===== src/rtl/dsp_mac_sequencer.sv =====
// Dot-product sequencer driving a single fully-registered DSP slice; result 3 cycles after last accept.
// Backpressure: in_ready only in ACCUM while pairs remain; result held on out_valid until out_ready.
// Optional DSP_MAC_SEQ_OVF_EN adds a sticky overflow/underflow flag returned with each result.
module dsp_mac_sequencer #(
    parameter int LEN_W = 8
) (
    input  logic             clk,
    input  logic             RST,
    input  logic             start,
    input  logic [LEN_W-1:0] len,
    output logic             busy,
    input  logic             in_valid,
    output logic             in_ready,
    input  logic [29:0]      in_a,
    input  logic [17:0]      in_b,
    output logic             out_valid,
    input  logic             out_ready,
    output logic [47:0]      out_p,
    output logic [29:0]      dsp_a,
    output logic [17:0]      dsp_b,
    output logic             dsp_cea2,
    output logic             dsp_ceb2,
    output logic             dsp_cem,
    output logic             dsp_cep,
    output logic             dsp_cectrl,
    output logic             dsp_cealumode,
    output logic             dsp_ceinmode,
    output logic [6:0]       dsp_opmode,
    output logic [3:0]       dsp_alumode,
    output logic [4:0]       dsp_inmode,
    output logic [2:0]       dsp_carryinsel,
    input  logic [47:0]      dsp_p
`ifdef DSP_MAC_SEQ_OVF_EN
    ,
    input  logic             dsp_overflow,
    input  logic             dsp_underflow,
    output logic             out_ovf
`endif
);

    typedef enum logic [1:0] {
        IDLE  = 2'd0,
        ACCUM = 2'd1,
        DRAIN = 2'd2,
        OUT   = 2'd3
    } state_t;

    state_t           state_q, state_d;
    logic [LEN_W-1:0] count_q, count_d;
    logic [LEN_W-1:0] len_q, len_d;
    logic [47:0]      out_p_q, out_p_d;
    logic             v1_q, v2_q, first1_q;
    logic             accept;
    logic [LEN_W-1:0] count_inc;

    assign count_inc = count_q + {{(LEN_W-1){1'b0}}, 1'b1};
    assign in_ready  = (state_q == ACCUM) && (count_q != len_q);
    assign accept    = in_valid && in_ready;
    assign busy      = (state_q != IDLE);
    assign out_valid = (state_q == OUT);
    assign out_p     = out_p_q;

    // Slice controls: operands pass straight through, clock enables follow the pipeline valids.
    // The first element of a job loads P from M alone so a previous result never leaks in.
    assign dsp_a          = in_a;
    assign dsp_b          = in_b;
    assign dsp_cea2       = accept;
    assign dsp_ceb2       = accept;
    assign dsp_cem        = v1_q;
    assign dsp_cep        = v2_q;
    assign dsp_cectrl     = v1_q;
    assign dsp_cealumode  = v1_q;
    assign dsp_ceinmode   = v1_q;
    assign dsp_opmode     = first1_q ? 7'h05 : 7'h25;
    assign dsp_alumode    = 4'b0000;
    assign dsp_inmode     = 5'b00000;
    assign dsp_carryinsel = 3'b000;

    // Next-state, job length/count and result capture.
    always_comb begin
        state_d = state_q;
        count_d = count_q;
        len_d   = len_q;
        out_p_d = out_p_q;
        unique case (state_q)
            IDLE: begin
                if (start) begin
                    count_d = '0;
                    len_d   = len;
                    if (len == '0) begin
                        out_p_d = 48'd0;
                        state_d = OUT;
                    end else begin
                        state_d = ACCUM;
                    end
                end
            end
            ACCUM: begin
                if (accept) begin
                    count_d = count_inc;
                    if (count_inc == len_q) state_d = DRAIN;
                end
            end
            DRAIN: begin
                // P settles one edge after the last stage-2 valid retires.
                if (!v1_q && !v2_q) begin
                    out_p_d = dsp_p;
                    state_d = OUT;
                end
            end
            OUT: begin
                if (out_ready) state_d = IDLE;
            end
            default: state_d = IDLE;
        endcase
    end

    // State, counters and result register.
    always_ff @(posedge clk or posedge RST) begin
        if (RST) begin
            state_q <= IDLE;
            count_q <= '0;
            len_q   <= '0;
            out_p_q <= 48'd0;
        end else begin
            state_q <= state_d;
            count_q <= count_d;
            len_q   <= len_d;
            out_p_q <= out_p_d;
        end
    end

    // Pipeline valids tracking an accepted pair through the M and P stages.
    always_ff @(posedge clk or posedge RST) begin
        if (RST) begin
            v1_q     <= 1'b0;
            v2_q     <= 1'b0;
            first1_q <= 1'b0;
        end else begin
            v1_q     <= accept;
            first1_q <= accept && (count_q == '0);
            v2_q     <= v1_q;
        end
    end

`ifdef DSP_MAC_SEQ_OVF_EN
    logic v3_q, ovf_q;

    // Sticky flag: slice detector outputs are meaningful the cycle after each P update.
    always_ff @(posedge clk or posedge RST) begin
        if (RST) begin
            v3_q  <= 1'b0;
            ovf_q <= 1'b0;
        end else begin
            v3_q <= v2_q;
            if (state_q == IDLE && start) begin
                ovf_q <= 1'b0;
            end else if (v3_q) begin
                ovf_q <= ovf_q | dsp_overflow | dsp_underflow;
            end
        end
    end

    assign out_ovf = ovf_q;
`endif

endmodule


===== config.mk =====
export PLATFORM = sky130hd
export DESIGN_NAME = dsp_mac_sequencer
export DESIGN_NICKNAME = d
export VERILOG_FILES = /design/src/rtl/dsp_mac_sequencer.sv
export SDC_FILE = /design/constraint.sdc
export NUM_CORES = 1
export LEC_CHECK = 0
export ABC_AREA = 0
export BUFFER_PORTS_ARGS = -buffer_cell sky130_fd_sc_hd__buf_4
export CORE_AREA = 2 2 95 97
export CTS_CLUSTER_SIZE = 40
export DETAILED_ROUTE_END_ITERATION = 8
export DIE_AREA = 0 0 97 99
export MAX_ROUTING_LAYER = met4
export PLACE_DENSITY = 0.79
export SKIP_LAST_GASP = 1
export SYNTH_ARGS = -nofsm -noshare
export SYNTH_HDL_FRONTEND = slang
export SYNTH_SLANG_ARGS = --single-unit
export TNS_END_PERCENT = 50

===== constraint.sdc =====
create_clock -name clk -period 2.55 [get_ports clk]
set_input_delay 0.1275 -clock clk [delete_from_list [all_inputs] [get_ports clk]]
set_output_delay 0.1275 -clock clk [all_outputs]
set_load 0.02 [all_outputs]

Yosys cells after proc, flatten, opt, wreduce, memory -nomap -nowiden
Index checks and enable logic that the tools add are counted.
- register bits after elaboration: 69
- add/subtract/negate cells: 1
- equality and inequality tests: 11
- multiplexer cells: 15
- reduce and logical (&&, ||, !) cells: 16
- operators by type and width (cell ; count):
    $mux W48 ; 3
    $pmux W48 S2 ; 1
    $logic_not A8 Y1 ; 2
    $mux W8 ; 2
    $pmux W8 S2 ; 1
    $mux W2 ; 6
    $add A8 B1 Y8 const B ; 1
    $eq A8 B8 Y1 ; 1
    $ne A2 B2 Y1 const B ; 4
    $ne A8 B8 Y1 ; 1
    $pmux W2 S4 ; 1
    $mux W6 ; 1
    $reduce_bool A2 Y1 ; 3
    $reduce_and A5 Y1 ; 1
    $eq A2 B2 Y1 const B ; 2
    $logic_and A1 B1 Y1 ; 4
    $ne A2 B1 Y1 const B ; 2
    $reduce_and A4 Y1 ; 1
    $reduce_and A3 Y1 ; 1
    $eq A2 B1 Y1 const B ; 1
    $logic_not A1 Y1 ; 2
    $logic_not A2 Y1 ; 1
    $reduce_and A2 Y1 ; 1

Longest topological paths before layout
Gate-level depths: netlist of the first run.
- word-level depth: 5
- gate-level depth with buffers: 8
- mapped depth without buffers: 8

Worst setup path before layout of the first run
No wires, ideal clock.
- path type: register to register
- from: register count_q[5]
- to: register state_q[0]
- setup time: 0.079 ns
- data arrival time: 1.869 ns
- path slack: 0.602 ns
- cell stages (with the launch flop): 8
- buffers on the path: 1
- cell sequence: dfrtp_1 -> buf_6 -> or2_0 -> a2111o_1 -> o211ai_4 -> nor4_1 -> a32oi_2 -> mux2i_1
- cells in the longest elaborated chain, start to end: 5
- elaborated cells on any way between the ends: 8
- classes of those cells: add/sub: 1; eq/ne: 4; reduce/logical: 3
- ends and longest elaborated chain (element ; RTL line ; RTL):
    start: declaration ; 49 ; logic [LEN_W-1:0] count_q, count_d;
    start signal: assignment ; 127 ; count_q <= count_d;
    parallel branches: the longest is 4 deep, another holds $add A8 B1 Y8 ; -- ;
    $reduce_and A5 Y1 (no source line) (*) ; -- ;
    end signal: assignment ; 126 ; state_q <= state_d;
    end: declaration ; 48 ; state_t state_q, state_d;
Mark *: on every way between the ends.
A chain may end at the register's enable or synchronous reset.

Worst setup path after layout of the first run
- from: register count_q[5]
- to: output port dsp_ceb2
- cells in the longest elaborated chain, start to end: 3
- ends and longest elaborated chain (element ; RTL line ; RTL):
    $ne A8 B8 Y1 ; 57 ; assign in_ready = (state_q == ACCUM) && (count_q != len_q);
    $logic_and A1 B1 Y1 ; 57 ;
    $logic_and A1 B1 Y1 ; 58 ; assign accept = in_valid && in_ready;
    end: declaration ; 22 ; output logic dsp_ceb2,
No other way between the ends.

==> impl_metrics.yaml, run 1 <==
route:
  vias: 2622
  via_per_inst: 5.05
  drc: 0
  drtIter0Drc: 180
  drt-wirelength-per-cell_um: 16.4
  routed_wl_um: 8530
  ant_nets: 0
  firstDrtPassIters: 4
pwr:
  ir_drop_mv: 0.592
  power.total_mw: 5.52
  p_leak_nw: 2.24
  powerDensity_nw_per_um2: 1200
layout:
  final_area_um2: 4580
  layout-area-overhead-vs-synth_pct: 29.4
  antenna_cells: 0
  drive_gt1_share_pct: 37.2
  multi_input_area_um2: 1250
  regArea_um2: 1730
  fin_util_pct: 53.6
  nFillCells: 737
  fin_nets: 522
min_path:
  min_path_type: "input pin to register"
synth:
  synth_ff_type: "dfrtp_1"
  synthArstFlopShare_pct: 100
  synth_top_area_share_pct: 48.8
  yosys.area.top_type: "dfrtp_1"
  synth_common_cells: "buf_4 (70), dfrtp_1 (69), a22o_1 (48)"
  synthDistinctLibCells: 41
  synth_area_leaders: "dfrtp_1 (49%), buf_4 (15%), a22o_1 (12%)"
  synth_most_common_cell: "buf_4"
  synth.cell_area_um2: 3540
  ys_seq_area_share_pct: 48.8
  synth.avg_cell_area_um2: 11.4
  synth_edf_count: 0
  yosys_register_bits: 69
  syn-instance-count: 310
  ys_warn_count: 0
critical_path:
  worstSetupStartpoint: "count_q[5]"
  r2r_slack_ns: 0.33
  crit_required_ns: 2.42
  crit_chain: "or2_0 > a2111o_1 > o211ai_4 > inv_1 > buf_4"
  endpoint_kind: "primary output"
  reg2reg_from: "state_q[1]"
  worst_setup_path_start_kind: "register"
  endpoint: "dsp_ceb2"
  critPathKind: "register to primary output"
  cp_max_fo: 10
  cp.arrival_ns: 2.15
  r2r_end: "count_q[2]"
  critPathSlowestCell: "dfrtp_1"
  rr_worst_depth: 7
  critical_path.max_stage_delay_ns: 0.48
timing:
  final.setup.tns_ns: 0
  drv_slew: 0
  worst_pin_slew_ns: 0.684
  setup_violations: 0
  hold-worst-slack_ns: 0.0125
  rsz0062_at_grt: "false"
  max_freq_mhz: 438
  maxSlewHeadroom_pct: 54.3
  period_minus_slack_ns: 2.28
  post-route-period-util_pct: 89.5
  finalHoldViolCount: 0
  fin_skew_ns: 0.00646
placement:
  port_buffers: 119
  gp_congestion: 0.892
  dp_hpwl_um: 6100
  placed_area_um2: 4070
grt:
  grt_overflow_total: 0
  grt_pass1_wl_um: 13500
  grt_pass1_vias: 2697
  antenna_found_initial: 0
  grt_use_total_pct: 18.3
  grt_max_degree: 49
cts:
  clock_path_buffers: 2
  clock_latency_ns: 0.33
  cts_tree: "yes"
  clkTransAtPathRegs_ns: 0.08
  clkSinkCount: 69
  root_buffer: "clkbuf_8"
  numCtsBuffers: 9
  postCtsSetupBuffers: 0
  cts.htree.levels: 3
floorplan:
  coreArea_um2: 8550
  die-area_um2: 9600
  num_rows: 34
  die_h_um: 99
  fp.dieW_um: 97
  ios: 234
  initial_core_util_pct: 41.4
status:
  status: "finished clean"
job:
  cap_viol_max_count: 0
==> through the flow <==
stage,setup WS [ns],cells
CTS,0.253,516
global route,0.0384,519
detailed placement,0.361,473
finish,0.268,519
floorplan,0.602,326
global placement,0.454,473
==> how the worst min path moves through the flow <==
stage                endpoint  startpoint  slack, ns  cells after the start
CTS                  out_p[9]    dsp_p[9]     0.0002                      2
detailed placement  dsp_a[15]    in_a[15]       0.26                      0
finish              out_p[40]   dsp_p[40]       0.01                      2
global placement    dsp_a[15]    in_a[15]       0.26                      0
floorplan           out_p[39]   dsp_p[39]       0.26                      1
global route        out_p[28]   dsp_p[28]      0.002                      2
==> critical path: cells and delay by family, from the launching register on <==
family	cells	cell delay (ns)
compound gates	2	0.73
buf+inv	2	0.35
flops	1	0.48
simple gates	1	0.26
==> flip-flops by register name, summed over array words and instances, names as in the netlist <==
signal	cells
first1_q	1
count_q	8
len_q	8
state_q	2
out_p	48
dsp_cep	1
dsp_cealumode	1
==> cell usage in the layout (no fill, tap or decap), types with 4 or more instances in the layout <==
| master | synthesis | layout |
|---|---|---|
| nand2_1 | 6 | 6 |
| inv_1 | 9 | 8 |
| ha_1 | 7 | 7 |
| a22o_1 | 48 | 48 |
| xor2_1 | 6 | 6 |
| nand3_1 | 6 | 6 |
| conb_1 | 2 | 18 |
| xnor2_1 | 10 | 10 |
| dfrtp_1 | 69 | 69 |
| nor2_1 | 15 | 15 |
| buf_4 | 70 | 121 |
| dlygate4sd3_1 | 0 | 30 |
| mux2_2 | 9 | 9 |
| mux2i_1 | 4 | 4 |
| clkbuf_8 | 0 | 11 |
| o21ai_0 | 5 | 5 |
==> power by group <==
| group | internal (mW) | switching [mW] | total (mW) | leakage [nW] |
|---|---|---|---|---|
| combinational | 1.27 | 1.44 | 2.71 | 1.27 |
| clock | 0.505 | 0.412 | 0.917 | 0.102 |
| sequential | 1.57 | 0.326 | 1.89 | 0.872 |
| total | 3.34 | 2.18 | 5.52 | 2.24 |
==> logic make-up (layout without fill, tap and decap cells) <==
| kind of cell | after synthesis | count (layout) | share of synthesized area, % |
|---|---|---|---|
| other | 2 | 18 | 0.212 |
| buffers and inverters | 92 | 177 | 17.7 |
| DFF | 69 | 69 | 48.8 |
| AOI/OAI and AO/OA | 68 | 68 | 16.7 |
| xor gates and xnor gates | 16 | 16 | 3.96 |
| and+or+nand+nor | 43 | 43 | 6.18 |
| adders and majority gates | 7 | 7 | 2.47 |
| muxes | 13 | 13 | 3.99 |
==> per-layer routing <==
layer / vias up / part of all wire [%] / GRT usage [%]
met1: 1257 / 39 / 20.6
li1: 1195 / - / -
met5: - / 0 / -
met3: 37 / 6.7 / 3.83
met4: 0 / 3.9 / 11.5
met2: 133 / 51 / 29.8
==> cell type report <==
type,instances,area share (%)
inverters,9,0.737
well taps,108,2.95
clock inverters,5,1.28
multi-input cells,165,27.2
flip-flops and latches,69,37.7
clock buffers,11,3.30
repair buffers,152,26.8
==> what timing repair did <==
| action | 4_1_cts | 5_1_grt |
|---|---|---|
| hold buffers | 27 | 3 |
| endpoints found under the hold margin | 57 | 3 |
| gates resized for setup | 0 | 0 |
Note: power is estimated with default switching activity, not from simulation.
==> run 2: changes to the inputs <==
==> constraint.sdc (replaced) <==
create_clock -name clk -period 2.2 [get_ports clk]
set_input_delay 0.11 -clock clk [delete_from_list [all_inputs] [get_ports clk]]
set_output_delay 0.11 -clock clk [all_outputs]
set_load 0.02 [all_outputs]
==> impl_metrics.yaml, run 2 (same netlist as run 1, synthesis figures left out) <==
status:
  status: "finished clean"
layout:
  fin_cells: 549
  antenna_cells: 0
  largest_reg_flops: 48
  fin_util_pct: 57.0
  multi_input_area_um2: 1260
  regArea_um2: 1730
  nFillCells: 689
  layout-area-overhead-vs-synth_pct: 37.7
  drive_gt1_share_pct: 36.7
  layout_commonest_cell: "buf_4"
  final_cell_mix: "buf_4 (125), dfrtp_1 (69), dlygate4sd3_1 (54), a22o_1 (48), conb_1 (18)"
  fin_nets: 553
  final_area_um2: 4870
grt:
  grt-busiest-layer: "met2"
  grt_overflow_total: 0
  grt_use_total_pct: 19.9
  grtUsageMet1_pct: 21.7
  use_met2_pct: 33.8
  grt_pass1_vias: 2946
  grt_pass1_wl_um: 14700
  gr-usage-met3_pct: 4.82
  antenna_found_initial: 0
  grt_max_degree: 49
critical_path:
  crit_chain: "or2_1 > a2111o_1 > o211ai_4 > buf_6 > inv_2 > buf_4"
  cp_max_fo: 6
  worst_setup_path_start_kind: "register"
  critPathSlowestCell: "dfrtp_1"
  critPathKind: "register to primary output"
  crit_required_ns: 2.09
  crit_family: "compound AO/OA/AOI/OAI gates"
  endpoint_kind: "primary output"
  critical_path.max_stage_delay_ns: 0.42
  cp.arrival_ns: 2.03
  path_buf_inv: 3
placement:
  dp_hpwl_um: 6120
  placed_area_um2: 4120
  port_buffers: 119
  gp_congestion: 0.905
  dp_cells: 478
  dp_slack_ns: 0.156
timing:
  finalHoldViolCount: 0
  worst_slack_ns: 0.0584
  hold-worst-slack_ns: 0.0170
  drv_slew: 0
  rsz0062_at_grt: "true"
  post-route-period-util_pct: 97.3
  final.setup.tns_ns: 0
  period_minus_slack_ns: 2.14
  max_freq_mhz: 467
  fin_skew_ns: 0.00664
  worst_pin_slew_ns: 0.706
  setup_violations: 0
  maxSlewHeadroom_pct: 52.8
route:
  firstDrtPassIters: 4
  routed_wl_um: 9450
  drt-wirelength-per-cell_um: 17.2
  via_per_inst: 5.05
  drc: 0
  ant_nets: 0
  vias: 2770
  drtIter0Drc: 110
pwr:
  power.total_mw: 6.50
  powerDensity_nw_per_um2: 1330
  ir_drop_mv: 0.666
  p_leak_nw: 2.37
cts:
  cts.htree.levels: 3
  clkTransAtPathRegs_ns: 0.07
  clock_latency_ns: 0.34
  cts_tree: "yes"
  clkSinkCount: 69
  root_buffer: "clkbuf_8"
  numCtsBuffers: 9
  clock_path_buffers: 2
floorplan:
  initial_core_util_pct: 41.4
  coreArea_um2: 8550
  ios: 234
  die_h_um: 99
  fp.dieW_um: 97
  die-area_um2: 9600
  num_rows: 34
min_path:
  min_path_type: "input pin to register"
job:
  cap_viol_max_count: 0
run 2: worst paths after layout:
| kind | startpoint | to | slack (ns) | cells after the start |
|---|---|---|---|---|
| max in group asynchronous | RST | out_p[11] | 1.12 | 4 |
| worst min-delay path | len[6] | len_q[6] | 0.02 | 2 |
| worst max-delay path | len_q[5] | dsp_cea2 | 0.06 | 6 |
| min in group asynchronous | RST | out_p[22] | 0.45 | 3 |
| worst max register to register | len_q[5] | state_q[0] | 0.19 | 6 |
| worst min register to register | dsp_cealumode | dsp_cep | 0.49 | 0 |
run 2: per-layer routing:
metal / vias up / part of all wire, %
met5: - / 0
met1: 1346 / 38
li1: 1254 / -
met3: 42 / 6.0
met4: 0 / 3.9
met2: 128 / 52
run 2: timing repair:
item,CTS,global route
hold endpoints to repair,82,2
setup buffers,0,2
pin swaps,2,0
hold buffers,52,2
resized for setup,1,6
setup endpoints to repair,2,44
run 2: report_power, final:
part	internal, mW	switching [mW]
registers	1.81	0.378
logic	1.57	1.75
clock network	0.512	0.469
run 2: worst register-to-register path: cells and delay by family, from the launching register on:
family | cells | cell delay, ns
AOI/OAI and AO/OA | 3 | 0.91
muxes | 1 | 0.24
DFF | 1 | 0.42
and+or+nand+nor | 2 | 0.36
run 2: layout make-up:
type | instances | share of cell area [%]
Clock buffer | 10 | 2.62
Clock inverter | 5 | 1.08
Inverter | 9 | 0.693
Multi-Input combinational cell | 165 | 25.8
Sequential cell | 69 | 35.4
Tap cell | 108 | 2.77
Timing Repair Buffer | 183 | 31.6
